`config.mk`:
```
export PLATFORM = sky130hd
export DESIGN_NAME = learning_output_port_lookup
export DESIGN_NICKNAME = d
export VERILOG_FILES = /design/src/rtl/learning_output_port_lookup.sv
export SDC_FILE = /design/constraint.sdc
export NUM_CORES = 1
export LEC_CHECK = 0
export CORE_ASPECT_RATIO = 0.75
export CORE_MARGIN = 2
export CORE_UTILIZATION = 34
export DETAILED_ROUTE_END_ITERATION = 7
export GPL_ROUTABILITY_DRIVEN = 0
export SYNTH_ARGS = -nofsm -noshare
export SYNTH_HDL_FRONTEND = slang
export SYNTH_SLANG_ARGS = --single-unit
```
`constraint.sdc`:
```
create_clock -name clk -period 13 [get_ports clk]
set_input_delay 1.3 -clock clk [delete_from_list [all_inputs] [get_ports clk]]
set_output_delay 1.3 -clock clk [all_outputs]
set_load 0.005 [all_outputs]
```
`src/rtl/learning_output_port_lookup.sv`:
```
// Learning MAC switch output-port lookup: parses the Ethernet header, looks up the destination
// in a 4-entry learned table, writes dst_port into tuser[31:24], and learns source MACs.
module learning_output_port_lookup #(
    parameter int C_AXIS_DATA_WIDTH  = 64,
    parameter int C_AXIS_TUSER_WIDTH = 128,
    parameter int C_LUT_DEPTH        = 4
) (
    input  logic                            clk,
    input  logic                            reset,
    input  logic [C_AXIS_DATA_WIDTH-1:0]    s_axis_tdata,
    input  logic [C_AXIS_DATA_WIDTH/8-1:0]  s_axis_tstrb,
    input  logic [C_AXIS_TUSER_WIDTH-1:0]   s_axis_tuser,
    input  logic                            s_axis_tvalid,
    input  logic                            s_axis_tlast,
    output logic                            s_axis_tready,
    output logic [C_AXIS_DATA_WIDTH-1:0]    m_axis_tdata,
    output logic [C_AXIS_DATA_WIDTH/8-1:0]  m_axis_tstrb,
    output logic [C_AXIS_TUSER_WIDTH-1:0]   m_axis_tuser,
    output logic                            m_axis_tvalid,
    output logic                            m_axis_tlast,
    input  logic                            m_axis_tready,
    output logic [31:0]                     lut_hit_count,
    output logic [31:0]                     lut_miss_count
);
    localparam int PTR_W = $clog2(C_LUT_DEPTH);

    typedef enum logic [1:0] {WORD0, WORD1, PAYLOAD} state_t;

    state_t state_q, state_d;

    logic                           m_tvalid_q, m_tlast_q;
    logic [C_AXIS_DATA_WIDTH-1:0]   m_tdata_q;
    logic [C_AXIS_DATA_WIDTH/8-1:0] m_tstrb_q;
    logic [C_AXIS_TUSER_WIDTH-1:0]  m_tuser_q, tuser_d;

    logic [47:0]            mac_q  [C_LUT_DEPTH];
    logic [7:0]             port_q [C_LUT_DEPTH];
    logic [C_LUT_DEPTH-1:0] vld_q;
    logic [PTR_W-1:0]       ptr_q;
    logic [31:0]            hit_q, miss_q;
    logic [15:0]            src_hi_q;
    logic [7:0]             src_port_q;

    logic        accept, lookup_en, learn_en;
    logic [47:0] dst_mac, learn_mac;
    logic [7:0]  src_port, lk_port, dst_port;
    logic        lk_hit, is_bcast, ln_hit;
    logic [PTR_W-1:0] ln_idx;

    assign s_axis_tready = ~m_tvalid_q | m_axis_tready;
    assign accept        = s_axis_tvalid & s_axis_tready;
    assign lookup_en     = accept && (state_q == WORD0);
    // Multicast source addresses (I/G bit set) are never learned.
    assign learn_en      = accept && (state_q == WORD1) && !src_hi_q[0];

    assign dst_mac   = s_axis_tdata[47:0];
    assign src_port  = s_axis_tuser[23:16];
    assign learn_mac = {s_axis_tdata[31:0], src_hi_q};
    assign is_bcast  = &dst_mac;

    always_comb begin
        lk_hit  = 1'b0;
        lk_port = 8'h00;
        ln_hit  = 1'b0;
        ln_idx  = '0;
        for (int i = 0; i < C_LUT_DEPTH; i++) begin
            if (!lk_hit && vld_q[i] && mac_q[i] == dst_mac) begin
                lk_hit  = 1'b1;
                lk_port = port_q[i];
            end
            if (!ln_hit && vld_q[i] && mac_q[i] == learn_mac) begin
                ln_hit = 1'b1;
                ln_idx = PTR_W'(i);
            end
        end
    end

    always_comb begin
        dst_port = 8'h55 & ~src_port;
        if (!is_bcast && lk_hit)
            dst_port = (lk_port == src_port) ? 8'h00 : lk_port;
        tuser_d = s_axis_tuser;
        if (state_q == WORD0)
            tuser_d[31:24] = dst_port;
    end

    always_comb begin
        state_d = state_q;
        if (accept) begin
            case (state_q)
                WORD0:   state_d = s_axis_tlast ? WORD0 : WORD1;
                WORD1:   state_d = s_axis_tlast ? WORD0 : PAYLOAD;
                PAYLOAD: state_d = s_axis_tlast ? WORD0 : PAYLOAD;
                default: state_d = WORD0;
            endcase
        end
    end

    always_ff @(posedge clk) begin
        if (reset) begin
            state_q    <= WORD0;
            m_tvalid_q <= 1'b0;
            m_tlast_q  <= 1'b0;
            hit_q      <= 32'd0;
            miss_q     <= 32'd0;
            vld_q      <= '0;
            ptr_q      <= '0;
        end else begin
            state_q <= state_d;
            if (s_axis_tready) begin
                m_tvalid_q <= s_axis_tvalid;
                m_tlast_q  <= s_axis_tlast;
            end
            if (lookup_en && !is_bcast) begin
                if (lk_hit) hit_q  <= hit_q + 32'd1;
                else        miss_q <= miss_q + 32'd1;
            end
            if (learn_en && !ln_hit) begin
                vld_q[ptr_q] <= 1'b1;
                ptr_q        <= ptr_q + 1'b1;
            end
        end
    end

    // Datapath and table contents need no reset: qualified by valid bits.
    always_ff @(posedge clk) begin
        if (s_axis_tready) begin
            m_tdata_q <= s_axis_tdata;
            m_tstrb_q <= s_axis_tstrb;
            m_tuser_q <= tuser_d;
        end
        if (lookup_en) begin
            src_hi_q   <= s_axis_tdata[63:48];
            src_port_q <= src_port;
        end
        if (learn_en) begin
            if (ln_hit) begin
                port_q[ln_idx] <= src_port_q;
            end else begin
                mac_q[ptr_q]  <= learn_mac;
                port_q[ptr_q] <= src_port_q;
            end
        end
    end

    assign m_axis_tdata   = m_tdata_q;
    assign m_axis_tstrb   = m_tstrb_q;
    assign m_axis_tuser   = m_tuser_q;
    assign m_axis_tvalid  = m_tvalid_q;
    assign m_axis_tlast   = m_tlast_q;
    assign lut_hit_count  = hit_q;
    assign lut_miss_count = miss_q;

endmodule
```
==> flow_summary.toml <==
[sta]
finalSetupTns_ns = 0
slew_headroom = 0.2540
layout_min_cycle_time_ns = 5.730
fin_skew_ns = 0.02960
worst_slew_pin_slew_ns = 1.119
setup_viol = 0
hold_violations = 0
fmax_mhz = 174.5
rsz0062_at_grt = "false"
min_period_over_period = 0.4408
maxSlewViolCount = 0

[pwr]
comb_power_share = 0.089
p_int_mw = 2.920
clkPwrFrac = 0.407
switchingPower_mw = 0.8792
p_leak_nw = 10.25
peakVddDrop_mv = 0.1113
p_per_area_nw_per_um2 = 125.8
p_sw_frac = 0.2314
sequentialPowerShare = 0.503

[clock_network]
ctsResizeCount = 0
cts-root-buf = "clkbuf_16"
ctsHoldBuffers = 0
clock-sinks = 522
path_clk_slew_ns = 0.07
cts_buffers = 55
clock_latency_ns = 0.63
clockBufferDepth = 3
cts_max_level = 2
cts_setup_buffers = 0
cts_tree = "done"

[final_layout]
fin_area_sq_um = 30200
regArea_sq_um = 14930
drive_above_1_share = 0.06971
multiInputGateArea_sq_um = 7167
fillers = 6027
nNetsFinal = 2380
area_growth_pct = 33.00

[grt]
use_met3 = 0.06552
antenna_found_initial = 4
grt_pass1_vias = 15940
grt_use_met1 = 0.3096
grt_pass1_wl_microns = 111700
grt_use_total = 0.2222
grt.overflow.total = 0
grt_max_degree = 163
grtUsageMet2 = 0.3268
grt-busiest-layer = "met2"

[detailed_routing]
drc = 0
drtIter0Drc = 1869
drtPass1Iterations = 8
wl_microns = 78050
wl_per_cell_microns = 25.24
final_antenna_net_count = 0
via_per_inst = 5.230
vias = 16170

[synthesis]
synth_most_common_cell = "edfxtp_1"
syn_nets = 1883
yosysUniqueCellTypes = 78
ys_seq_area_frac = 0.6578
synth_top_area_frac = 0.5925
synth_edf_count = 448
synth_common_cells = "448 x edfxtp_1, 236 x xor2_1, 130 x xnor2_1"
synth.avg_cell_area_sq_um = 13.60
ys.flop_type = "edfxtp_1"
synthCells = 1669
synth_async_sr_flop_share = 0
synth_area_leaders = "edfxtp_1 59%, xor2_1 9.1%, dfxtp_1 6.5%, xnor2_1 5.0%, nand4_1 1.7%"
synth_area_leader_cell = "edfxtp_1"
synth_warnings = 0
synth-seq-cells = 522
syn_area_sq_um = 22700

[floorplanning]
die_y_microns = 227.8
io_pins = 472
initial_core_util = 0.3415
core_area_sq_um = 66480
die_area_sq_um = 68880
die_w_microns = 302.4
row_count = 82

[setup_path]
critPathMaxFanout = 8
r2r-end = "m_axis_tuser[31]$_DFFE_PN_"
critical_path_buf_inv_count = 1
path_cells = "clkdlybuf4s50_1 -> xnor2_1 -> nand3_1 -> or4_1 -> nor4_2 -> a2111oi_0 -> o31a_1 -> a21oi_2 -> o211ai_1 -> nand4b_4 -> nor4b_4 -> o32ai_1"
reg2reg_setup_slack_ns = 8.37
crit_slowest_cell = "xnor2_1"
worst-setup-path-type = "in -> reg"
ff2ff_path_depth = 11
startpoint_type = "input port"
crit_family = "simple AND/OR/NAND/NOR gates"
path_depth = 12
slowest_delay_ns = 0.72
worstPathRequired_ns = 13.33
r2r_start = "mac_q[0][33]$_DFFE_PP_"
crit_arrival_ns = 6.06
end_kind = "register"

[placed_design]
port_buffers = 471
dpl-instance-area_sq_um = 28460
dpl.hpwl_microns = 55900

[run_status]
status = "complete, no violations"

[job]
max_cap_viol_count = 0

[hold_path]
hp-class = "reg -> reg"
hold_depth = 2
min_to = "lut_hit_count[31]$_SDFFE_PP0P_"
hp-start = "lut_hit_count[31]$_SDFFE_PP0P_"
## registers in the layout, indices dropped and copies added (netlist names)
| signal | flops |
|---|---|
| lut_hit_count | 32 |
| lut_miss_count | 32 |
| m_axis_tdata | 64 |
| m_axis_tlast | 1 |
| m_axis_tstrb | 8 |
| m_axis_tuser | 128 |
| m_axis_tvalid | 1 |
| mac_q | 192 |
| port_q | 32 |
| ptr_q | 2 |
| src_hi_q | 16 |
| src_port_q | 8 |
| state_q | 2 |
| vld_q | 4 |
## area by class of cell
class	count	share of cell area
sequential	522	0.4946
multi-input combinational	1009	0.2373
timing repair buffer	507	0.1653
clock buffer	67	0.04777
tap	882	0.03655
clock inverter	33	0.009530
inverter	71	0.008826
antenna	1	0.00008287
## metrics by stage
step | cells | worst slack, ns | hold WS [ns] | power (mW) | utilization
6_report | 3092 | 7.270 | 0.5015 | 3.799 | 0.4542
5_1_grt | 3091 | 7.051 | 0.5339 | 3.919 | 0.4542
4_1_cts | 3091 | 7.463 | 0.4993 | 3.836 | 0.4542
3_5_place_dp | 2991 | 6.829 | 0.4801 | 2.284 | 0.4281
3_3_place_gp | 2991 | 6.809 | 0.4810 | 2.282 | 0.4281
2_1_floorplan | 1669 | 3.298 | 0.4497 | 2.051 | -
## cell usage in the layout, fill, tap and decap left out, types with 29 or more instances in the layout
cell type / synthesis / final
edfxtp_1: 448 / 448
xor2_1: 236 / 236
buf_4: 7 / 35
dfxtp_1: 74 / 74
o21ai_0: 31 / 31
xnor2_1: 130 / 130
or3_1: 29 / 29
a21oi_1: 37 / 37
nand2_1: 53 / 53
nor2_1: 91 / 91
nor4_1: 61 / 61
clkdlybuf4s50_1: 0 / 470
nor3_1: 32 / 32
nand3_1: 34 / 34
nand4_1: 61 / 61
inv_1: 68 / 68
clkbuf_16: 0 / 56
## routing by layer
layer  vias up  part of all wire
met4         6             0.039
li1       7098                 -
met3       164              0.11
met5         -           0.00059
met2       964              0.43
met1      7939              0.42
## how the worst max path moves through the flow
| stage | endpoint | slack, ns | from |
|---|---|---|---|
| after global routing | lut_hit_count[26]$_SDFFE_PP0P_ | 7.05 | s_axis_tdata[33] |
| final | m_axis_tuser[31]$_DFFE_PN_ | 7.27 | s_axis_tdata[33] |
| after floorplan | lut_miss_count[24]$_SDFFE_PP0P_ | 3.30 | m_axis_tready |
| after detailed placement | m_axis_tuser[31]$_DFFE_PN_ | 6.83 | s_axis_tdata[33] |
| after CTS | m_axis_tuser[25]$_DFFE_PN_ | 7.46 | s_axis_tdata[33] |
| after global placement | m_axis_tuser[25]$_DFFE_PN_ | 6.81 | s_axis_tdata[33] |
## power by group through the flow
stage | clock (mW) | combinational (mW) | sequential (mW)
final | 1.55 | 0.338 | 1.91
after global routing | 1.65 | 0.356 | 1.92
after CTS | 1.58 | 0.338 | 1.91
after floorplan | 0 | 0.103 | 1.95
after detailed placement | 0 | 0.336 | 1.95
after global placement | 0 | 0.336 | 1.95
## logic make-up (layout without fill, tap and decap cells)
logic type | count (synthesis) | after routing | share of synthesized area
flops | 522 | 522 | 0.6578
simple gates | 461 | 461 | 0.1140
xor+xnor | 366 | 366 | 0.1412
compound gates | 162 | 162 | 0.04976
buf+inv | 138 | 678 | 0.02711
mux | 11 | 11 | 0.005180
fa+ha+maj | 9 | 9 | 0.004960
other cells | 0 | 1 | 0
## worst register-to-register path, stage by stage, from the launching register on
cell	delay, ns
edfxtp_1	0.42
xnor2_1	0.58
nand3_1	0.32
or4_1	0.66
nor4_2	0.60
a2111oi_0	0.35
o31a_1	0.36
a21oi_2	0.11
o211ai_1	0.10
nand4b_4	0.19
nor4b_4	0.50
o32ai_1	0.16
No activity file was read; power rests on OpenSTA's default activity.
